--- config.mk ---
export PLATFORM = sky130hd
export DESIGN_NAME = mm_iddmm_res_collect_flat
export DESIGN_NICKNAME = d
export VERILOG_FILES = /design/src/rtl/mm_iddmm_pkg.sv /design/src/rtl/mm_iddmm_res_collect_if.sv /design/src/rtl/mm_iddmm_res_collect.sv /design/src/flat_wrapper.sv
export SDC_FILE = /design/constraint.sdc
export NUM_CORES = 1
export LEC_CHECK = 0
export ABC_AREA = 1
export BUFFER_PORTS_ARGS = -buffer_cell sky130_fd_sc_hd__buf_2
export CAP_MARGIN = 15
export CORE_UTILIZATION = 53
export DETAILED_ROUTE_END_ITERATION = 12
export PLACE_DENSITY = 0.86
export SETUP_SLACK_MARGIN = 0.4
export SYNTH_ARGS = -nofsm -noshare
export SYNTH_HDL_FRONTEND = slang
export SYNTH_SLANG_ARGS = --single-unit
--- constraint.sdc ---
create_clock -name clk -period 4.7 [get_ports clk]
set_input_delay 0.47 -clock clk [delete_from_list [all_inputs] [get_ports clk]]
set_output_delay 0.47 -clock clk [all_outputs]
set_load 0.05 [all_outputs]
--- src/rtl/mm_iddmm_pkg.sv ---
// Shared definitions for the IDDMM result-collection path: FSM encoding and size defaults.
package mm_iddmm_pkg;

  localparam int unsigned KDefault = 128;
  localparam int unsigned NDefault = 32;

  typedef enum logic [1:0] {
    StIdle    = 2'd0,
    StReq     = 2'd1,
    StCollect = 2'd2,
    StDone    = 2'd3
  } state_e;

endpackage

--- src/rtl/mm_iddmm_res_collect_if.sv ---
// Request/result-stream link between the collector (master) and the compare-subtract block.
interface mm_iddmm_res_collect_if
  import mm_iddmm_pkg::*;
#(
    parameter int unsigned K = KDefault
);
    logic         task_req;
    logic [K-1:0] res;
    logic         res_val;
    logic         task_end;

    modport master (output task_req, input res, input res_val, input task_end);
    modport slave  (input task_req, output res, output res_val, output task_end);
endinterface

--- src/rtl/mm_iddmm_res_collect.sv ---
// Requests one IDDMM result, writes its words low-first into a RAM and reports done/err/is-one.
module mm_iddmm_res_collect
  import mm_iddmm_pkg::*;
#(
    parameter int unsigned K       = KDefault,
    parameter int unsigned N       = NDefault,
    parameter int unsigned ADDR_W  = $clog2(N),
    parameter int unsigned TIMEOUT = 1024
) (
    input  logic                  clk,
    input  logic                  rst_n,
    input  logic                  start_i,
    output logic                  busy_o,
    output logic                  done_o,
    output logic                  err_o,
    output logic                  res_is_one_o,
    mm_iddmm_res_collect_if.master res_if,
    output logic                  wr_en_o,
    output logic [ADDR_W-1:0]     wr_addr_o,
    output logic [K-1:0]          wr_data_o
);

    localparam int unsigned CW = ADDR_W + 1;
    localparam int unsigned TW = $clog2(TIMEOUT);
    localparam logic [CW-1:0] NCnt   = CW'(N);
    localparam logic [TW-1:0] TmoMax = TW'(TIMEOUT - 1);

    state_e            state_q, state_d;
    logic [CW-1:0]     cnt_q, cnt_d;
    logic [TW-1:0]     tmo_q, tmo_d;
    logic              one_q, one_d;
    logic              ovf_q, ovf_d;
    logic              err_q, err_d;
    logic              is_one_q, is_one_d;
    logic              wr_en_q, wr_en_d;
    logic [ADDR_W-1:0] wr_addr_q, wr_addr_d;
    logic [K-1:0]      wr_data_q, wr_data_d;
    logic              busy_q, done_q, task_req_q;
    logic              word_ok;

    // Word 0 of a unity result is 1; every higher word is 0.
    assign word_ok = (cnt_q == '0) ? (res_if.res == K'(1)) : (res_if.res == '0);

    always_comb begin
        state_d   = state_q;
        cnt_d     = cnt_q;
        tmo_d     = tmo_q;
        one_d     = one_q;
        ovf_d     = ovf_q;
        err_d     = err_q;
        is_one_d  = is_one_q;
        wr_en_d   = 1'b0;
        wr_addr_d = wr_addr_q;
        wr_data_d = wr_data_q;
        unique case (state_q)
            StIdle: begin
                if (start_i) begin
                    state_d  = StReq;
                    cnt_d    = '0;
                    tmo_d    = '0;
                    one_d    = 1'b1;
                    ovf_d    = 1'b0;
                    err_d    = 1'b0;
                    is_one_d = 1'b0;
                end
            end
            StReq: begin
                // The request cycle already counts toward the response timeout.
                state_d = StCollect;
                tmo_d   = tmo_q + 1'b1;
            end
            StCollect: begin
                if (res_if.res_val) begin
                    if (cnt_q < NCnt) begin
                        wr_en_d   = 1'b1;
                        wr_addr_d = cnt_q[ADDR_W-1:0];
                        wr_data_d = res_if.res;
                        cnt_d     = cnt_q + 1'b1;
                        one_d     = one_q & word_ok;
                    end else begin
                        ovf_d = 1'b1;
                    end
                end
                if (res_if.res_val || res_if.task_end) begin
                    tmo_d = '0;
                end else begin
                    tmo_d = tmo_q + 1'b1;
                end
                if (res_if.task_end) begin
                    state_d  = StDone;
                    err_d    = ovf_d | (cnt_d != NCnt);
                    is_one_d = one_d & ~(ovf_d | (cnt_d != NCnt));
                end else if (!res_if.res_val && (tmo_q == TmoMax)) begin
                    state_d  = StDone;
                    err_d    = 1'b1;
                    is_one_d = 1'b0;
                end
            end
            StDone: begin
                state_d = StIdle;
            end
            default: begin
                state_d = StIdle;
            end
        endcase
    end

    always_ff @(posedge clk or negedge rst_n) begin
        if (!rst_n) begin
            state_q    <= StIdle;
            cnt_q      <= '0;
            tmo_q      <= '0;
            one_q      <= 1'b0;
            ovf_q      <= 1'b0;
            err_q      <= 1'b0;
            is_one_q   <= 1'b0;
            wr_en_q    <= 1'b0;
            wr_addr_q  <= '0;
            wr_data_q  <= '0;
            busy_q     <= 1'b0;
            done_q     <= 1'b0;
            task_req_q <= 1'b0;
        end else begin
            state_q    <= state_d;
            cnt_q      <= cnt_d;
            tmo_q      <= tmo_d;
            one_q      <= one_d;
            ovf_q      <= ovf_d;
            err_q      <= err_d;
            is_one_q   <= is_one_d;
            wr_en_q    <= wr_en_d;
            wr_addr_q  <= wr_addr_d;
            wr_data_q  <= wr_data_d;
            busy_q     <= (state_d != StIdle);
            done_q     <= (state_d == StDone);
            task_req_q <= (state_d == StReq);
        end
    end

    assign busy_o          = busy_q;
    assign done_o          = done_q;
    assign err_o           = err_q;
    assign res_is_one_o    = is_one_q;
    assign res_if.task_req = task_req_q;
    assign wr_en_o         = wr_en_q;
    assign wr_addr_o       = wr_addr_q;
    assign wr_data_o       = wr_data_q;

endmodule

--- src/flat_wrapper.sv ---
// flat-port wrapper written by rule: the top's interface ports become plain ports
module mm_iddmm_res_collect_flat import mm_iddmm_pkg::*;
#(
    parameter int unsigned K       = KDefault,
    parameter int unsigned N       = NDefault,
    parameter int unsigned ADDR_W  = $clog2(N),
    parameter int unsigned TIMEOUT = 1024
)
  (clk, rst_n, start_i, busy_o, done_o, err_o, res_is_one_o, wr_en_o, wr_addr_o, wr_data_o, res_if_task_req, res_if_res, res_if_res_val, res_if_task_end);
  mm_iddmm_res_collect_if #(.K(K)) res_if_i ();
  input  logic clk;
  input  logic rst_n;
  input  logic start_i;
  output logic busy_o;
  output logic done_o;
  output logic err_o;
  output logic res_is_one_o;
  output logic wr_en_o;
  output logic [ADDR_W-1:0] wr_addr_o;
  output logic [K-1:0] wr_data_o;
  output wire logic [$bits(res_if_i.task_req)-1:0] res_if_task_req;
  input wire logic [$bits(res_if_i.res)-1:0] res_if_res;
  input wire logic [$bits(res_if_i.res_val)-1:0] res_if_res_val;
  input wire logic [$bits(res_if_i.task_end)-1:0] res_if_task_end;
  assign res_if_task_req = res_if_i.task_req;
  assign res_if_i.res = res_if_res;
  assign res_if_i.res_val = res_if_res_val;
  assign res_if_i.task_end = res_if_task_end;
  mm_iddmm_res_collect #(.K(K), .N(N), .ADDR_W(ADDR_W), .TIMEOUT(TIMEOUT)) u_core (.clk(clk), .rst_n(rst_n), .start_i(start_i), .busy_o(busy_o), .done_o(done_o), .err_o(err_o), .res_is_one_o(res_is_one_o), .res_if(res_if_i), .wr_en_o(wr_en_o), .wr_addr_o(wr_addr_o), .wr_data_o(wr_data_o));
endmodule
; ---- After elaboration in Yosys (flattened, before gate mapping)
; Cells that the tools add are included.
[totals]
output_inout_bits = 139
in_bits = 133
wordCells = 75
ff_bits = 159
[classes]
n_lt_le_gt_ge = 1
bitwise = 4
eq_ne = 10
n_mux = 32
n_reduce_logical = 13
addsub = 2
[op_table]
columns = op, count
row1 = "equality test 128 x 1 -> 1 bit, second input constant", 1
row2 = logical NOT 128 bit, 1
row3 = one-hot mux 10 bit (3 select lines), 1
row4 = 2-to-1 mux 6 bit, 4
row5 = 2-to-1 mux 10 bit, 2
row6 = 2-to-1 mux 1 bit, 16
row7 = one-hot mux 6 bit (2 select lines), 1
row8 = "adder 10 x 1 -> 10 bit, second input constant", 1
row9 = "equality test 10 bit, second input constant", 1
row10 = one-hot mux 1 bit (2 select lines), 4
row11 = one-hot mux 2 bit (4 select lines), 1
row12 = "adder 6 x 1 -> 6 bit, second input constant", 1
row13 = "equality test 2 bit, second input constant", 3
row14 = logical NOT 6 bit, 1
row15 = "less-than comparator 6 bit, second input constant", 1
row16 = 2-to-1 mux 2 bit, 3
row17 = "!= test 6 bit, second input constant", 1
row18 = AND reduction 3 bit, 2
row19 = "equality test 2 x 1 -> 1 bit, second input constant", 2
row20 = AND reduction 2 bit, 2
row21 = nonzero test 2 bit, 2
row22 = "!= test 3 x 2 -> 1 bit, second input constant", 1
row23 = nonzero test 3 bit, 1
row24 = bitwise AND 1 bit, 2
row25 = 7 further kinds, 7

; ---- Longest topological paths before layout
[logic_depth]
ltp_word = 10
mapped_depth = 13
ltp_nobuf = 13

; ---- Least setup slack after synthesis
; No wires, ideal clock.
[synth_path]
path_type = flip-flop to flip-flop
start = register u_core.state_q[0]
end = register u_core.tmo_q[9]
arrival_ps = 1444
n_path_buf = 0
required_ps = 4580
stages_incl_launch_ff = 9
slack_ps = 3135
setup_ps = 120
synth_period_minus_slack_ps = 1565
cell_sequence = dfrtp_1 -> inv_1 -> ha_1 -> a21oi_4 -> inv_2 -> nor3_2 -> nand2_1 -> o211ai_1 -> inv_1
[synth_via]
elab_chain_cells = 3
elab_cells_between_ends = 7
classes_between = 3 x eq/ne / 1 x mux / 3 x reduce/logical
[synth_rtl]
columns = item, line
row1 = "start, declared", mm_iddmm_res_collect.sv:28  ; state_e state_q, state_d;
row2 = "start signal, assigned", mm_iddmm_res_collect.sv:110  ; state_q <= StIdle;
row3 = "start signal, assigned", mm_iddmm_res_collect.sv:124  ; state_q <= state_d;
row4 = "equality test 2 x 1 -> 1 bit, or another cell as far along", mm_iddmm_res_collect.sv:55  ; unique case (state_q)
row5 = nonzero test 3 bit (no source line) / != test 2 bit (equally long branches), --
row6 = AND reduction 2 bit (no source line), --
row7 = "end signal, assigned", mm_iddmm_res_collect.sv:126  ; tmo_q <= tmo_d;
row8 = "end, declared", mm_iddmm_res_collect.sv:30  ; logic [TW-1:0] tmo_q, tmo_d;
; Parallel ways exist; a longest one is shown, timed or not.
; A chain may end at the register's enable or synchronous reset.

; ---- Final worst setup path
[layout_path]
start = register u_core.state_q[0]
end = register u_core.wr_data_q[26], in the netlist u_core.wr_data_o[26]
[layout_via]
elab_chain_cells = 2
[layout_rtl]
columns = item, line
row1 = equality test 2 bit, mm_iddmm_res_collect.sv:55
row2 = AND reduction 3 bit (no source line), --
row3 = "end signal, assigned", mm_iddmm_res_collect.sv:133  ; wr_data_q <= wr_data_d;
row4 = "end, declared", mm_iddmm_res_collect.sv:37  ; logic [K-1:0] wr_data_q, wr_data_d;
; No other way between the ends.

==> reports/metrics.cfg <==
[power]
seqPwrFrac_pct=30.0
comb_power_share_pct=50.7
p_sw_share_pct=51.2
clkPwrFrac_pct=19.2
pwr_density_cell_nw_per_um2=836
p_int_mw=3.66
switching_power_mw=3.85
vdd_drop_max_v=0.000451
p_leak_nw=5.12

[die]
die_area_um2=13400
core_um2=12600
io_pins=272
die_y_um=116
std_cell_rows=41
fp.dieW_um=116
start_util_pct=54.5

[yosys]
yosys_warnings=0
ys_top_cells_by_area=dfrtp_1, nand2_1, nor2_1
syn_inst=839
yosys.area_share.simple_pct=28.8
synth_nets=979
synthMuxAreaShare_pct=0.146
synth_seq_cells=159
synth_compound_area_share_pct=5.75
yosysSeqAreaShare_pct=57.9
avgSynthCellArea_um2=8.19
synth.distinct_cells=35
synth_area_um2=6880
synth_top_area_share_pct=57.9
synthAdderAreaFrac_pct=1.27
synth_largest_area_cell=dfrtp_1
synth_top_family_by_area=simple AND/OR/NAND/NOR gates
yosys.area_share.xor_xnor_pct=0.255

[finish]
seqCellArea_um2=3980
syn2layout_area_growth_pct=30.7
finalNonFillerCells=1290
antenna_cells=0
nets=1245
final_cell_mix=nand2_1, buf_2, dfrtp_1
fill_cells=995
multi_input_area_um2=2490
final_common_cell=nand2_1
drive_above_1_share_pct=28.9

[timing]
fin_tns_setup_ns=0
clock_skew_ns=0.00481
setup_viol=0
min_period_ns=2.01
final_hold_viol_count=0
final_max_slew_viol_count=0
holdWs_ns=0.0946
clock.fmax_mhz=499
rsz0062_at_grt=false
worst_slew_pin_slew_ns=0.898
timing.final.crit_share_pct=42.7
max_slew_margin_pct=40.2

[critical_path]
worstPathArrival_ns=2.36
cp-startpoint=u_core.state_q[0]
criticalPathCategory=reg -> reg
rr_startpoint=u_core.state_q[0]
cp.required_ns=5.06
cp-start-kind=register
endpoint_kind=register
cp_max_fo=88

[clock_tree]
clkSlewWorstSetupHoldPaths_ns=0.06
cts_root_buffer=clkbuf_16
numCtsBuffers=17
cts_buffer_depth=2
cts-resized-gates=0
htree_num_levels=4
post_cts.repair.setup_buffers=0
cts_num_sinks=159
clk-insertion-delay-late_ns=0.42
postCtsHoldBufs=0
cts_tree=built

[placed_design]
hpwl_um=13100
place.gp.congestion=0.904
placed_cells=1258
port_buffers=271

[global_routing]
grt_pass1_vias=5717
antenna_found_initial=0
grt_max_degree=180
overflow=0
grt_first_pass_wirelength_um=28000
grt_usage_pct=27.6

[job]
cap_violations=0

[detailed_routing]
wl_um=18400
vias_per_cell=4.94
first_iter_violations=572
num_vias=6377
wl_per_cell_um=14.3
detail-route-antenna-nets=0
drc=0
drt_pass1_iterations=5

[min_path]
hold_class=in -> async

[run_status]
status=finished, final reports clean

-- area by class of cell --
cell class                      count  area share [%]
Clock inverter                     10            1.78
Clock buffer                       22            5.17
Timing Repair Buffer              275            15.6
Inverter                           72            3.06
Sequential cell                   159            44.3
Multi-Input combinational cell    580            27.7
Tap cell                          172            2.39
-- sequential cells by signal, indices dropped and copies added (netlist names) --
| name | flops |
|---|---|
| u_core.one_q | 1 |
| u_core.state_q | 2 |
| u_core.ovf_q | 1 |
| u_core.res_is_one_o | 1 |
| u_core.wr_addr_o | 5 |
| u_core.res_if.task_req | 1 |
| u_core.busy_o | 1 |
| u_core.wr_data_o | 128 |
| u_core.cnt_q | 6 |
| u_core.err_o | 1 |
| u_core.tmo_q | 10 |
| u_core.wr_en_o | 1 |
| u_core.done_o | 1 |
-- power groups by stage --
stage	logic (mW)	clock network (mW)	registers [mW]
after floorplan	0.942	0	4.19
after CTS	3.82	1.47	2.26
final	3.81	1.45	2.26
after detailed placement	3.81	0	2.27
after global routing	4.08	1.53	2.33
after global placement	3.76	0	2.25
-- critical path, stage by stage (launching register included) --
cell and delay (ns):
dfrtp_1 0.41, inv_1 0.10, ha_1 0.14, inv_1 0.11
nor2_8 0.15, buf_4 0.71, nand2_1 0.17, nand2_1 0.13
-- synth_stat cells (all sizes together) --
library cell,number
nor4,1
ha,7
nor3,4
nor3b,1
buf,21
nor2,86
dfrtp,159
and3,1
nand3,31
inv,72
xnor2,1
nand4,2
nand2,371
o211ai,1
xor2,1
mux2i,1
clkbuf,7
o22ai,4
a21oi,8
o21bai,3
o21ai,57
-- per-stage QoR --
stage | area (um^2) | utilization (%) | setup WS (ns) | power (mW)
final | 8990 | 71.2 | 2.69 | 7.51
after global routing | 8990 | 71.2 | 2.55 | 7.93
after CTS | 8990 | 71.2 | 2.70 | 7.55
after detailed placement | 8360 | 66.3 | 2.76 | 6.08
after global placement | 8360 | 66.3 | 2.80 | 6.01
after floorplan | 6880 | - | 3.14 | 5.13
-- cells by family (layout without fill, tap and decap cells) --
kind of cell,count (synthesis),after routing
xor+xnor,2,2
flops,159,159
simple gates,497,497
mux,1,1
buf+inv,100,379
compound gates,73,73
fa+ha+maj,7,7
-- per-layer routing --
layer | global-route usage (%) | share of wire [%]
met1 | 33.9 | 40
met2 | 46.9 | 51
met3 | 6.90 | 6.8
met4 | 10.6 | 1.8
met5 | 0 | 0
-- path summary, 6_finish.rpt --
check	cells after the start	endpoint	slack, ns
min reg2reg	2	u_core.wr_data_o[111]	0.47
max	7	u_core.wr_data_o[26]	2.69
max reg2reg	7	u_core.wr_data_o[26]	2.69
max in group asynchronous	2	u_core.wr_addr_o[4]	3.50
min	1	u_core.wr_data_o[101]	0.09
min in group clk	3	u_core.wr_data_o[3]	0.26
Note: power is estimated with default switching activity, not from simulation.
